File: src/rtl/hazard_control_unit.sv
// Pipeline sequencer beside ID: load-use stalls, memory-busy freeze, branch squash, and registered EX forwarding selects.
// Control outputs are combinational in the hazard cycle; forwarding selects take effect one cycle later and hold while the pipe is frozen.
module hazard_control_unit #(
  parameter int REG_NUM_W         = 4,
  parameter int LOAD_STALL_CYCLES = 1,
  parameter int CNT_W             = 16
) (
  input  logic                 clk,
  input  logic                 rst,
  input  logic [REG_NUM_W-1:0] id_src1_num,
  input  logic                 id_src1_used,
  input  logic [REG_NUM_W-1:0] id_src2_num,
  input  logic                 id_src2_used,
  input  logic [REG_NUM_W-1:0] ex_dst_num,
  input  logic                 ex_reg_write,
  input  logic                 ex_mem_read,
  input  logic [REG_NUM_W-1:0] mem_dst_num,
  input  logic                 mem_reg_write,
  input  logic                 mem_busy,
  input  logic                 branch_taken,
  output logic                 pc_write,
  output logic                 ifid_write,
  output logic                 ifid_flush,
  output logic                 idex_bubble,
  output logic                 pipe_hold,
  output logic [1:0]           fwd_sel_1,
  output logic [1:0]           fwd_sel_2,
  output logic [1:0]           ctrl_state,
  output logic [CNT_W-1:0]     stall_cnt
);

  localparam logic [1:0] ST_RUN    = 2'b00;
  localparam logic [1:0] ST_LSTALL = 2'b01;
  localparam logic [1:0] ST_MWAIT  = 2'b10;

  localparam logic [1:0] FWD_RF  = 2'b00;
  localparam logic [1:0] FWD_ALU = 2'b01;
  localparam logic [1:0] FWD_MEM = 2'b10;

  localparam logic [3:0] BCNT_INIT = 4'(LOAD_STALL_CYCLES - 1);

  logic [1:0]       state_q, state_d;
  logic [1:0]       saved_q, saved_d;
  logic [3:0]       bcnt_q, bcnt_d;
  logic [1:0]       fwd1_q, fwd2_q;
  logic [1:0]       fwd1_calc, fwd2_calc;
  logic [CNT_W-1:0] stall_cnt_q;
  logic [1:0]       eff_state;
  logic             src1_hit_ex, src2_hit_ex;
  logic             src1_hit_mem, src2_hit_mem;
  logic             load_use;

  assign src1_hit_ex  = id_src1_used & ex_reg_write  & (id_src1_num == ex_dst_num);
  assign src2_hit_ex  = id_src2_used & ex_reg_write  & (id_src2_num == ex_dst_num);
  assign src1_hit_mem = id_src1_used & mem_reg_write & (id_src1_num == mem_dst_num);
  assign src2_hit_mem = id_src2_used & mem_reg_write & (id_src2_num == mem_dst_num);

  assign load_use = ex_mem_read & (src1_hit_ex | src2_hit_ex);

  // Leaving MWAIT behaves exactly like the state that was frozen.
  assign eff_state = (state_q == ST_MWAIT) ? saved_q : state_q;

  always_comb begin
    fwd1_calc = src1_hit_ex ? FWD_ALU : (src1_hit_mem ? FWD_MEM : FWD_RF);
    fwd2_calc = src2_hit_ex ? FWD_ALU : (src2_hit_mem ? FWD_MEM : FWD_RF);
  end

  always_comb begin
    pc_write    = 1'b1;
    ifid_write  = 1'b1;
    ifid_flush  = 1'b0;
    idex_bubble = 1'b0;
    pipe_hold   = 1'b0;
    state_d     = ST_RUN;
    saved_d     = saved_q;
    bcnt_d      = bcnt_q;

    if (!rst) begin
      pc_write   = 1'b0;
      ifid_write = 1'b0;
      pipe_hold  = 1'b1;
      saved_d    = ST_RUN;
      bcnt_d     = 4'd0;
    end else if (mem_busy) begin
      pc_write   = 1'b0;
      ifid_write = 1'b0;
      pipe_hold  = 1'b1;
      state_d    = ST_MWAIT;
      saved_d    = eff_state;
    end else if (branch_taken) begin
      ifid_flush  = 1'b1;
      idex_bubble = 1'b1;
      state_d     = ST_RUN;
      bcnt_d      = 4'd0;
    end else if (eff_state == ST_LSTALL) begin
      pc_write    = 1'b0;
      ifid_write  = 1'b0;
      idex_bubble = 1'b1;
      bcnt_d      = bcnt_q - 4'd1;
      state_d     = (bcnt_q <= 4'd1) ? ST_RUN : ST_LSTALL;
    end else if (load_use) begin
      pc_write    = 1'b0;
      ifid_write  = 1'b0;
      idex_bubble = 1'b1;
      if (LOAD_STALL_CYCLES > 1) begin
        bcnt_d  = BCNT_INIT;
        state_d = ST_LSTALL;
      end
    end
  end

  always_ff @(posedge clk or negedge rst) begin
    if (!rst) begin
      state_q <= ST_RUN;
      saved_q <= ST_RUN;
      bcnt_q  <= 4'd0;
    end else begin
      state_q <= state_d;
      saved_q <= saved_d;
      bcnt_q  <= bcnt_d;
    end
  end

  // Selects freeze with the rest of the pipe; a squashed/bubbled slot forwards nothing.
  always_ff @(posedge clk or negedge rst) begin
    if (!rst) begin
      fwd1_q <= FWD_RF;
      fwd2_q <= FWD_RF;
    end else if (!pipe_hold) begin
      if (idex_bubble || ifid_flush) begin
        fwd1_q <= FWD_RF;
        fwd2_q <= FWD_RF;
      end else begin
        fwd1_q <= fwd1_calc;
        fwd2_q <= fwd2_calc;
      end
    end
  end

  always_ff @(posedge clk or negedge rst) begin
    if (!rst) begin
      stall_cnt_q <= '0;
    end else if (!pc_write && (stall_cnt_q != {CNT_W{1'b1}})) begin
      stall_cnt_q <= stall_cnt_q + CNT_W'(1);
    end
  end

  assign fwd_sel_1  = fwd1_q;
  assign fwd_sel_2  = fwd2_q;
  assign ctrl_state = state_q;
  assign stall_cnt  = stall_cnt_q;

endmodule

File: config.mk
export PLATFORM = sky130hd
export DESIGN_NAME = hazard_control_unit
export DESIGN_NICKNAME = d
export VERILOG_FILES = /design/src/rtl/hazard_control_unit.sv
export SDC_FILE = /design/constraint.sdc
export NUM_CORES = 1
export LEC_CHECK = 0
export CAP_MARGIN = 20
export CORE_ASPECT_RATIO = 2
export CORE_MARGIN = 2
export CORE_UTILIZATION = 42
export DETAILED_ROUTE_END_ITERATION = 16
export PLACE_DENSITY_LB_ADDON = 0.15
export SYNTH_ARGS = -nofsm -noshare
export SYNTH_HDL_FRONTEND = slang
export SYNTH_SLANG_ARGS = --single-unit
File: constraint.sdc
create_clock -name clk -period 2.3 [get_ports clk]
set_clock_uncertainty 0.15 [all_clocks]
set_input_delay 0.23 -clock clk [delete_from_list [all_inputs] [get_ports clk]]
set_output_delay 0.23 -clock clk [all_outputs]
set_load 0.01 [all_outputs]
**Word level (Yosys, flattened, before mapping)**

Cells that the tools add are included.

- Register bits after elaboration: 28
- Bits of input ports: 25
- Output and inout port bits: 27
- Logic and storage cells: 66

- Add/sub/neg operators: 2
- Order comparisons: 1
- Eq/ne operators: 10
- Mux-type cells: 33
- Bitwise gates (word level): 10
- Reductions and logical operators: 4

Operators by type and width:

| kind | count |
|---|---|
| 2-bit two-way mux | 11 |
| 1-bit two-way mux | 18 |
| 16-bit by 1-bit adder with 16-bit output, second input constant | 1 |
| 4-bit == test | 4 |
| 4-bit two-way mux | 4 |
| 16-bit inequality test, second input constant | 1 |
| 1-bit AND | 9 |
| 4-bit by 1-bit <= comparator with 1-bit output, second input constant | 1 |
| 4-bit by 1-bit subtractor with 4-bit output, second input constant | 1 |
| 3-bit by 1-bit inequality test with 1-bit output, second input constant | 1 |
| 2-bit by 1-bit == test with 1-bit output, second input constant | 1 |
| 2-bit == test, second input constant | 1 |
| 2-bit by 1-bit inequality test with 1-bit output, second input constant | 1 |
| 2-bit inequality test, second input constant | 1 |
| 2-bit AND reduction | 1 |
| 1-bit logical AND | 1 |
| 1-bit logical NOT | 1 |
| 1-bit logical OR | 1 |
| 1-bit bitwise OR | 1 |

**Longest topological paths before layout**

Gate-level depths: netlist of run 1.

- Word-level depth: 11
- Gate-level depth with buffers: 9
- Depth with buffers taken out: 7

**Worst setup path after synthesis of run 1**

OpenSTA, ideal clock, no wires.

- Path type: register -> register
- Start: reg stall_cnt_q[0], in the netlist stall_cnt[0]
- End: reg stall_cnt_q[1], in the netlist stall_cnt[1]
- Library setup time: 128 ps
- Arrival time: 1933 ps
- Required time: 2022 ps
- Path slack: 89 ps
- Stages on the path, launching flop included: 9
- Buffers on the path: 2
- Cell sequence: dfrtp_1 > ha_1 > nand3_1 > or2_0 > buf_2 > o31a_1 > o31ai_4 > buf_6 > mux2_1

- Cells in the longest elaborated chain, start to end: 2
- Elaborated cells between the ends (all ways): 3

Ends and longest elaborated chain:

| what | line | text |
|---|---|---|
| start, declared | 47 | `logic [CNT_W-1:0] stall_cnt_q;` |
| start signal, assigned | 144 | `stall_cnt_q <= stall_cnt_q + CNT_W'(1);` |
| parallel branches: the longest is 2 deep, another holds 16-bit by 1-bit adder with 16-bit output | - |  |

Parallel ways; which one is timed is not known.
A chain may end at the register's enable or synchronous reset.

**Worst setup path after layout of run 1**

- Start: in ex_dst_num[2]
- End: out ifid_write

- Cells in the longest elaborated chain, start to end: 9
- Elaborated cells between the ends (all ways): 11

Ends and longest elaborated chain:

| what | line | text |
|---|---|---|
| start, declared | 14 | `input logic [REG_NUM_W-1:0] ex_dst_num,` |
| 4-bit == test, on equally long branches | 53, 54 |  |
| 1-bit AND, on equally long branches | 53, 54 |  |
| 1-bit bitwise OR (*) | 58 | `assign load_use = ex_mem_read & (src1_hit_ex \| src2_hit_ex);` |
| 1-bit AND (*) | 58 |  |
| 1-bit two-way mux (*) | 101 | `end else if (load_use) begin` |
| 1-bit two-way mux (*) | 95 | `end else if (eff_state == ST_LSTALL) begin` |
| 1-bit two-way mux (*) | 90 | `end else if (branch_taken) begin` |
| 1-bit two-way mux (*) | 84 | `end else if (mem_busy) begin` |
| 1-bit two-way mux (*) | 78 | `if (!rst) begin` |
| end, declared | 22 | `output logic ifid_write,` |

Every way passes the cells marked *; elsewhere a longest branch is shown, timed or not.

==> results of run 1 <==
[cells by family after synthesis]
| group | share of synthesized area |
|---|---|
| muxes | 0.0134 |
| adders and majority gates | 0.0223 |
| and+or+nand+nor | 0.242 |
| xor gates and xnor gates | 0.156 |
| DFF | 0.417 |
| AOI/OAI and AO/OA | 0.104 |
| buffers and inverters | 0.0447 |
[path summary, 6_finish.rpt]
kind                                               start                  endpoint  slack (ps)  depth (start not counted)
worst max-delay path                       ex_dst_num[2]                ifid_write         100                          8
worst min-delay path                                 rst  stall_cnt[4]$_DFFE_PN0P_         260                          2
worst max register to register  stall_cnt[0]$_DFFE_PN0P_  stall_cnt[1]$_DFFE_PN0P_         110                          7
worst min register to register  fwd_sel_1[0]$_DFFE_PN0N_  fwd_sel_1[0]$_DFFE_PN0N_         360                          2
max in group asynchronous                            rst    saved_q[0]$_DFFE_PN0P_        1450                          2
min in group clk                fwd_sel_1[0]$_DFFE_PN0N_  fwd_sel_1[0]$_DFFE_PN0N_         360                          2
[stage by stage]
stage               setup TNS, ps  power (W)
floorplan                       0   0.000831
global placement            -2920    0.00109
detailed placement          -4720    0.00110
CTS                         -19.9    0.00142
global route                -2.33    0.00149
finish                          0    0.00141
[layer usage]
layer | track usage | up-vias
li1 | - | 750
met5 | 0 | -
met1 | 0.211 | 743
met3 | 0.0240 | 9
met4 | 0.0714 | 0
met2 | 0.454 | 49
[sequential cells by signal, indices dropped and copies added (netlist names)]
register    cells
bcnt_q          4
ctrl_state      2
fwd_sel_1       2
fwd_sel_2       2
saved_q         2
stall_cnt      16
[cell type report]
type	instances	area share
multi-input cells	135	0.386
flip-flops and latches	28	0.279
repair buffers	74	0.272
well taps	51	0.0254
clock buffers	4	0.0220
inverters	10	0.0150
[synth_stat cells (2+ instances only)]
cell	n	area share
mux2_1	2	0.013
nor2_1	19	0.042
o21ai_0	7	0.021
a21oi_1	5	0.015
ha_1	3	0.022
nor3_2	4	0.024
xor2_1	14	0.073
buf_2	3	0.0089
nor4_1	2	0.0074
nor2b_1	2	0.0074
nand2_1	17	0.038
and2_1	4	0.015
dfrtp_1	28	0.42
nor3_1	7	0.021
nand4_1	4	0.015
nand3_1	12	0.036
inv_1	9	0.020
xnor2_1	16	0.083
[power breakdown]
group	switching, W	internal [W]	leakage [nW]
combinational	0.000206	0.000261	0.730
clock	0.000149	0.000153	0.0288
sequential	0.0000812	0.000557	0.373
[repair_timing]
action,CTS,global route
pin swaps,4,6
setup buffers,3,1
endpoints found under the setup margin,4,10
gates resized for setup,9,13
endpoints found under the hold margin,0,0
[critical path, delay by kind of cell]
| kind | cells | cell delay [ps] |
|---|---|---|
| buf+inv | 2 | 730 |
| simple gates | 4 | 370 |
| compound gates | 1 | 260 |
| xor+xnor | 1 | 210 |
==> impl_metrics.csv, run 1 <==
group,metric,value,unit
run,maxCapViolCount,0,
sta,tightest_slew,396,ps
status,status,"finished, final reports clean",
cts,clock-sinks,28,
final_layout,stdcell_count,302,
floorplan,fp.coreArea,3840,µm²
floorplan,core.rowCount,32,
drt,drc,0,
drt,num_vias,1551,
final_layout,final_common_cell,"clkdlybuf4s50_1",
drt,routed.top_layer,"met4",
final_layout,final_area,2510,µm²
sta,hold_violations,0,
synthesis,synthArstFlopShare,1.00,
drt,wl_met1,1660,µm
floorplan,io-pin-count,52,
critical_path,crit_type,"input port to primary output",
global_routing,grt_start_max_net_pins,36,
global_routing,grt_pass1_wl,7610,µm
power_and_ir_drop,powerDensity,562,nW/µm²
synthesis,synth-main-ff-cell,"dfrtp_1",
power_and_ir_drop,leakagePower,1.13,nW
critical_path,worstPathArrival,1820,ps
drt,met2WireLength,2730,µm
cts,ctsHoldBuffers,0,
critical_path,critPathMostFrequentCell,"nor2_1",
floorplan,dieArea,4550,µm²
final_layout,drive_gt1_frac,0.191,
floorplan,fp.dieW,48.7,µm
sta,setup_ws,99.4,ps
drt,wire_per_inst,15.5,µm
cts,clock_path_buffers,2,
critical_path,crit_chain,"clkdlybuf4s50_1 > xnor2_1 > nand3_2 > o32ai_4 > nor2_2 > nor2_1 > nor2_1 > dlygate4sd2_1",
critical_path,cp_slowest_stage_delay,450,ps
placement,routabilityCongestion,0.761,
drt,drt-pass1-iter-count,4,
cts,clk_pin_slew_worst_paths,90,ps
placement,dp.final_hpwl,3640,µm
cts,cts_made_buffers,3,
hold_path,min_path_type,"input port to async pin",
sta,fin_crit_sh,0.957,
placement,port_buffers,51,
synthesis,ys_types,39,
final_layout,area_growth,49.2,%
cts,cts_tree,"done",
placement,place_ws,-409,ps
final_layout,multiInputGateArea,967,µm²
final_layout,final_net_count,280,
sta,hold_ws,264,ps
final_layout,regArea,701,µm²
final_layout,layout_common_cells,"42 x clkdlybuf4s50_1, 28 x dfrtp_1, 23 x buf_4, 19 x nor2_1, 17 x nand2_1",
critical_path,cp_slowest_cell,"clkdlybuf4s50_1",
synthesis,ys_ff_latch,28,
drt,drt_wl_total,4680,µm
sta,finalSetupViolCount,0,
critical_path,cp-end-kind,"primary output",
drt,dr.first_iter.drc_count,28,
placement,placed_area,2360,µm²
global_routing,grt_pass1_vias,1610,
drt,postRouteAntennaNets,0,
synthesis,synth_nets,207,
global_routing,grt.total_usage,0.218,
synthesis,synth_seq_area_share,0.417,
synthesis,synth_edf_count,0,
cts,htreeDepth,1,
placement,dp_cells,294,
critical_path,required,1920,ps
final_layout,n_antenna_cell,0,
cts,insertion_delay,270,ps
sta,slew_headroom,0.736,
floorplan,initial_core_util,0.437,
critical_path,worstPathMaxFanout,2,
global_routing,grt-ovfl-total,0,
drt,wl_met3,182,µm
floorplan,chipHeight,93.5,µm
synthesis,netlist_area,1680,µm²
critical_path,worst_setup_path_start_kind,"input port",
synthesis,synth_area_per_cell,9.39,µm²
final_layout,post-route-util,0.652,
sta,period_minus_slack,2200,ps
sta,fmax,0.454,GHz
power_and_ir_drop,peakVddDrop,0.707,mV
sta,slew_viol_final,0,
synthesis,postSynthCellCount,179,
synthesis,ys_warn_count,0,
final_layout,fillers,343,
cts,cts_root_buf,"clkbuf_8",
global_routing,grt_antenna_before_repair,0,
drt,vias_per_cell,5.14,
Power figures use the tool's default switching activity.
==> inputs of run 2 (changes only) <==
--- a/config.mk
+++ b/config.mk
@@ -8,9 +8,10 @@
 export CAP_MARGIN = 20
 export CORE_ASPECT_RATIO = 2
 export CORE_MARGIN = 2
-export CORE_UTILIZATION = 42
+export CORE_UTILIZATION = 50
 export DETAILED_ROUTE_END_ITERATION = 16
 export PLACE_DENSITY_LB_ADDON = 0.15
+export SKIP_CTS_REPAIR_TIMING = 1
 export SYNTH_ARGS = -nofsm -noshare
 export SYNTH_HDL_FRONTEND = slang
 export SYNTH_SLANG_ARGS = --single-unit
==> constraint.sdc (replaced) <==
create_clock -name clk -period 2.79 [get_ports clk]
set_clock_uncertainty 0.15 [all_clocks]
set_input_delay 0.279 -clock clk [delete_from_list [all_inputs] [get_ports clk]]
set_output_delay 0.279 -clock clk [all_outputs]
set_load 0.01 [all_outputs]
==> run 2 against run 1 <==
  * Sequential power is 18% lower
  * Cell count down 12%
  * Cell area is 8.6% lower
  * Worst setup slack improved by 48 ps
  * Sequential cell count unchanged
  * Largest power group unchanged
==> impl_metrics.csv, run 2 (synthesis gave the netlist of run 1 again) <==
group,metric,value,unit
sta,hold_violations,0,
critical_path,startpoint,"ex_dst_num[0]",
cts,cts_root_buf,"clkbuf_8",
sta,setup_ws,148,ps
sta,setup_tns,0,ps
hold_path,min_path_type,"input port to async pin",
power_and_ir_drop,powerDensity,492,nW/µm²
critical_path,cp-end-kind,"primary output",
final_layout,largest_register_ffs,16,
final_layout,drive_gt1_frac,0.0897,
placement,routabilityCongestion,0.768,
placement,dp.final_hpwl,3310,µm
critical_path,cp_slowest_stage_delay,540,ps
status,status,"finished, final reports clean",
drt,drt_wl_total,4120,µm
placement,place_ws,2.51,ps
floorplan,dieArea,3870,µm²
floorplan,chipHeight,86.0,µm
drt,wire_per_inst,15.6,µm
critical_path,r2r_start,"stall_cnt[0]$_DFFE_PN0P_",
sta,fin_crit_sh,0.947,
sta,hold_ws,282,ps
final_layout,area_growth,36.4,%
drt,postRouteAntennaNets,0,
placement,placed_area,2230,µm²
power_and_ir_drop,leakagePower,0.974,nW
cts,clock_path_buffers,2,
critical_path,crit_chain,"clkdlybuf4s50_1 > xnor2_1 > nand3_1 > o32ai_4 > nor3_1 > nor2_1 > clkdlybuf4s50_1",
sta,slew_headroom,0.678,
sta,period_minus_slack,2640,ps
global_routing,grt-ovfl-total,0,
floorplan,fp.coreArea,3190,µm²
drt,vias_per_cell,5.48,
floorplan,io-pin-count,52,
global_routing,grt.total_usage,0.236,
floorplan,core.rowCount,29,
final_layout,final_area,2290,µm²
global_routing,grt_pass1_wl,6830,µm
critical_path,crit_type,"input port to primary output",
cts,cts_made_buffers,3,
drt,dr.first_iter.drc_count,23,
placement,port_buffers,51,
drt,num_vias,1452,
final_layout,final_common_cell,"clkdlybuf4s50_1",
sta,slew_viol_final,0,
global_routing,grt_start_max_net_pins,36,
critical_path,worst_setup_path_start_kind,"input port",
critical_path,worstPathMaxFanout,3,
power_and_ir_drop,peakVddDrop,0.575,mV
floorplan,fp.dieW,45.0,µm
sta,fmax,0.378,GHz
drt,drt-pass1-iter-count,4,
placement,dp_cells,260,
cts,htreeDepth,1,
cts,clk_pin_slew_worst_paths,90,ps
critical_path,worstPathArrival,2210,ps
final_layout,final_net_count,263,
cts,clock-sinks,28,
cts,cts_tree,"done",
global_routing,grt_pass1_vias,1535,
critical_path,critPathMostFrequentCell,"clkdlybuf4s50_1",
sta,rsz0062_at_grt,"false",
global_routing,grt_antenna_before_repair,0,
final_layout,n_antenna_cell,0,
run,maxCapViolCount,0,
sta,tightest_slew,484,ps
floorplan,initial_core_util,0.526,
critical_path,cp_slowest_cell,"clkdlybuf4s50_1",
critical_path,required,2360,ps
final_layout,layout_common_cells,"51 x clkdlybuf4s50_1, 28 x dfrtp_1, 19 x nor2_1, 17 x nand2_1, 16 x xnor2_1",
drt,drc,0,
sta,finalSetupViolCount,0,
cts,insertion_delay,280,ps
final_layout,stdcell_count,265,
run 2: critical path, delay by kind of cell:
| kind | cells | cell delay [ps] |
|---|---|---|
| XOR/XNOR | 1 | 240 |
| AO/OA/AOI/OAI | 1 | 270 |
| AND/OR/NAND/NOR | 3 | 410 |
| buffers and inverters | 2 | 1010 |
run 2: final timing paths:
kind | end | slack [ps] | depth (start not counted)
setup / recovery | idex_bubble | 150 | 7
hold / removal | fwd_sel_1[0]$_DFFE_PN0N_ | 280 | 2
setup reg to reg | stall_cnt[1]$_DFFE_PN0P_ | 560 | 7
hold reg to reg | fwd_sel_1[0]$_DFFE_PN0N_ | 340 | 2
max in group asynchronous | ctrl_state[0]$_DFF_PN0_ | 1930 | 2
min in group clk | fwd_sel_1[0]$_DFFE_PN0N_ | 340 | 2
run 2: area by class of cell:
class	instances	area, µm²
multi-input combinational	135	905
sequential	28	701
fill	252	901
timing repair buffer	57	556
tap	31	38.8
inverter	10	37.5
clock buffer	4	55.1
run 2: metrics by stage:
| step | utilization | power (W) |
|---|---|---|
| floorplan | - | 0.000685 |
| global placement | 0.698 | 0.000874 |
| detailed placement | 0.698 | 0.000892 |
| CTS | 0.716 | 0.00114 |
| global route | 0.718 | 0.00120 |
| finish | 0.718 | 0.00113 |
run 2: metal layers:
layer	part of all wire	global-route usage
met2	0.58	0.448
met5	0	0
met1	0.35	0.244
met3	0.048	0.0211
met4	0.026	0.0963
run 2: where the power goes:
part           leakage [nW]  total, W  switching, W  internal [W]
clock                0.0288  0.000249      0.000122      0.000127
combinational         0.572  0.000357      0.000157      0.000201
sequential            0.373  0.000523     0.0000633      0.000459
==> variant: new RTL, flow settings as in run 1 <==
The parameter `CNT_W` goes from 16 to 24.
--- a/src/rtl/hazard_control_unit.sv
+++ b/src/rtl/hazard_control_unit.sv
@@ -5,3 +5,3 @@
   parameter int LOAD_STALL_CYCLES = 1,
-  parameter int CNT_W             = 16
+  parameter int CNT_W             = 24
 ) (
Ports: changed (resized stall_cnt); port bits go from 52 to 60. The function was not compared with the original's and may differ.
==> variant against run 1 <==
Routed wire length up 13%. Worst setup slack worse by 7.0 ps. Cell area up 21%. Via count up 22%. Total power up 26%. Critical path depth unchanged. Synthesized area up 25%. Clock power up 56%. Sequential cell count up 8.
==> variant: results (changes against run 1) <==
\begin{tabular}{lr}
\hline
Metric & Value \\
\hline
\multicolumn{2}{l}{\textbf{Logic synthesis}} \\
\quad Leading cell types by total area after synthesis & dfrtp\_1 43\%, xnor2\_1 9.2\%, xor2\_1 7.1\% (was dfrtp\_1 42\%, xnor2\_1 8.3\%, xor2\_1 7.3\%) \\
\quad Syn nets & 234 (was 207) \\
\quad Share of synthesized area occupied by flip-flops and latches & 0.428 (was 0.417) \\
\quad Top post-synthesis cells by count & 36 x dfrtp\_1, 22 x xnor2\_1, 18 x nand2\_1 (was 28 x dfrtp\_1, 19 x nor2\_1, 17 x nand2\_1) \\
\quad Yosys cell types & 40 (was 39) \\
\multicolumn{2}{l}{\textbf{Status}} \\
\quad Outcome & finished, final reports clean (unchanged) \\
\multicolumn{2}{l}{\textbf{Setup path}} \\
\quad Maximum fanout encountered on the critical timing path & 16 (was 2) \\
\quad Data arrival time of the critical path & 2230 ps (was 1820 ps) \\
\quad Crit Reg-Reg Endpoint & stall\_cnt[19]\$\_DFFE\_PN0P\_ (was stall\_cnt[1]\$\_DFFE\_PN0P\_) \\
\multicolumn{2}{l}{\textbf{Place}} \\
\quad HPWL after detailed placement & 4100 µm (was 3640 µm) \\
\quad Global placer's final weighted congestion & 0.755 (was 0.761) \\
\multicolumn{2}{l}{\textbf{CTS}} \\
\quad Clock Latency Late Sink & 290 ps (was 270 ps) \\
\quad Clock-pin slew on the worst setup and hold paths & 70 ps (was 90 ps) \\
\quad CTS Buf Count & 5 (was 3) \\
\quad H-Tree Depth & 2 (was 1) \\
\quad Post-CTS Repair Setup Buffers & 0 (was 3) \\
\multicolumn{2}{l}{\textbf{Routing}} \\
\quad Detailed route wirelength on metal2 & 3120 µm (was 2730 µm) \\
\quad Met1 WL & 1850 µm (was 1660 µm) \\
\quad Drt initial violations & 30 (was 28) \\
\quad Final wirelength & 5270 µm (was 4680 µm) \\
\quad Via/cell ratio & 5.34 (was 5.14) \\
\multicolumn{2}{l}{\textbf{Finish}} \\
\quad Number of flip-flops in the largest register & 24 (was 16) \\
\quad Net total in the final layout & 325 (was 280) \\
\multicolumn{2}{l}{\textbf{GRT}} \\
\quad Met2 track demand over resource in global routing & 0.398 (was 0.454) \\
\quad Wire length of the first global-routing pass & 8730 µm (was 7610 µm) \\
\quad Global-route total usage across every layer & 0.208 (was 0.218) \\
\quad Number of global-route vias before repair & 1938 (was 1610) \\
\quad Routing usage on met1 & 0.206 (was 0.211) \\
\multicolumn{2}{l}{\textbf{Power}} \\
\quad Leak & 0.00125 µW (was 0.00113 µW) \\
\quad Switching power & 533 µW (was 436 µW) \\
\quad Worst VDD drop & 0.000404 V (was 0.000707 V) \\
\multicolumn{2}{l}{\textbf{Timing}} \\
\quad Worst Tran Pin Value & 520 ps (was 396 ps) \\
\hline
\end{tabular}
==> variant: cell types whose count changed in the layout (fill, tap and decap cells not counted), moves of 5 or more <==
| cell | before | now |
|---|---|---|
| nor3_2 | 7 | 2 |
| clkdlybuf4s50_1 | 42 | 55 |
| dfrtp_1 | 28 | 36 |
| o2111ai_1 | 0 | 6 |
| and3_1 | 0 | 7 |
| nand3_1 | 10 | 3 |
| buf_4 | 23 | 31 |
| nor2_1 | 19 | 13 |
| xnor2_1 | 12 | 22 |
| o211ai_2 | 0 | 9 |
==> variant: kinds of logic after synthesis <==
kind of cell | synth area share
multiplexers | 0.00535
AND/OR/NAND/NOR | 0.192
AO/OA/AOI/OAI | 0.156
flip-flops | 0.428
buffers and inverters | 0.0375
XOR/XNOR | 0.162
adder cells (fa/ha/maj) | 0.0178
==> variant: repair_timing <==
item	in CTS	in global routing
gates resized for setup	6	5
setup endpoints to repair	3	3
pin swaps	2	2
hold buffers	1	0
hold endpoints to repair	36	0
==> variant: through the flow <==
stage                     total power, µW  hold WS [ps]   util  cell area [µm²]  cells
final                                1770           343  0.623             3030    355
after global routing                 1860           366  0.623             3030    355
after CTS                            1790           347  0.626             3040    355
after detailed placement             1310           225  0.604             2940    346
after global placement               1300           214  0.604             2940    346
after floorplan                      1000          -216      -             2100    206
==> variant: area by class of cell <==
cell class,instances,area (µm²)
clock inverters,2,10.0
inverters,6,22.5
repair buffers,91,813
clock buffers,6,82.6
flip-flops and latches,36,901
multi-input cells,157,1130
fillers,442,1830
well taps,57,71.3
==> variant: critical path, cell delays in order <==
cell	delay, ps
clkdlybuf4s50_1	510
xor2_1	210
nor3_1	90
a32o_2	260
o21ba_1	200
buf_4	220
o21ai_2	170
mux2_1	330
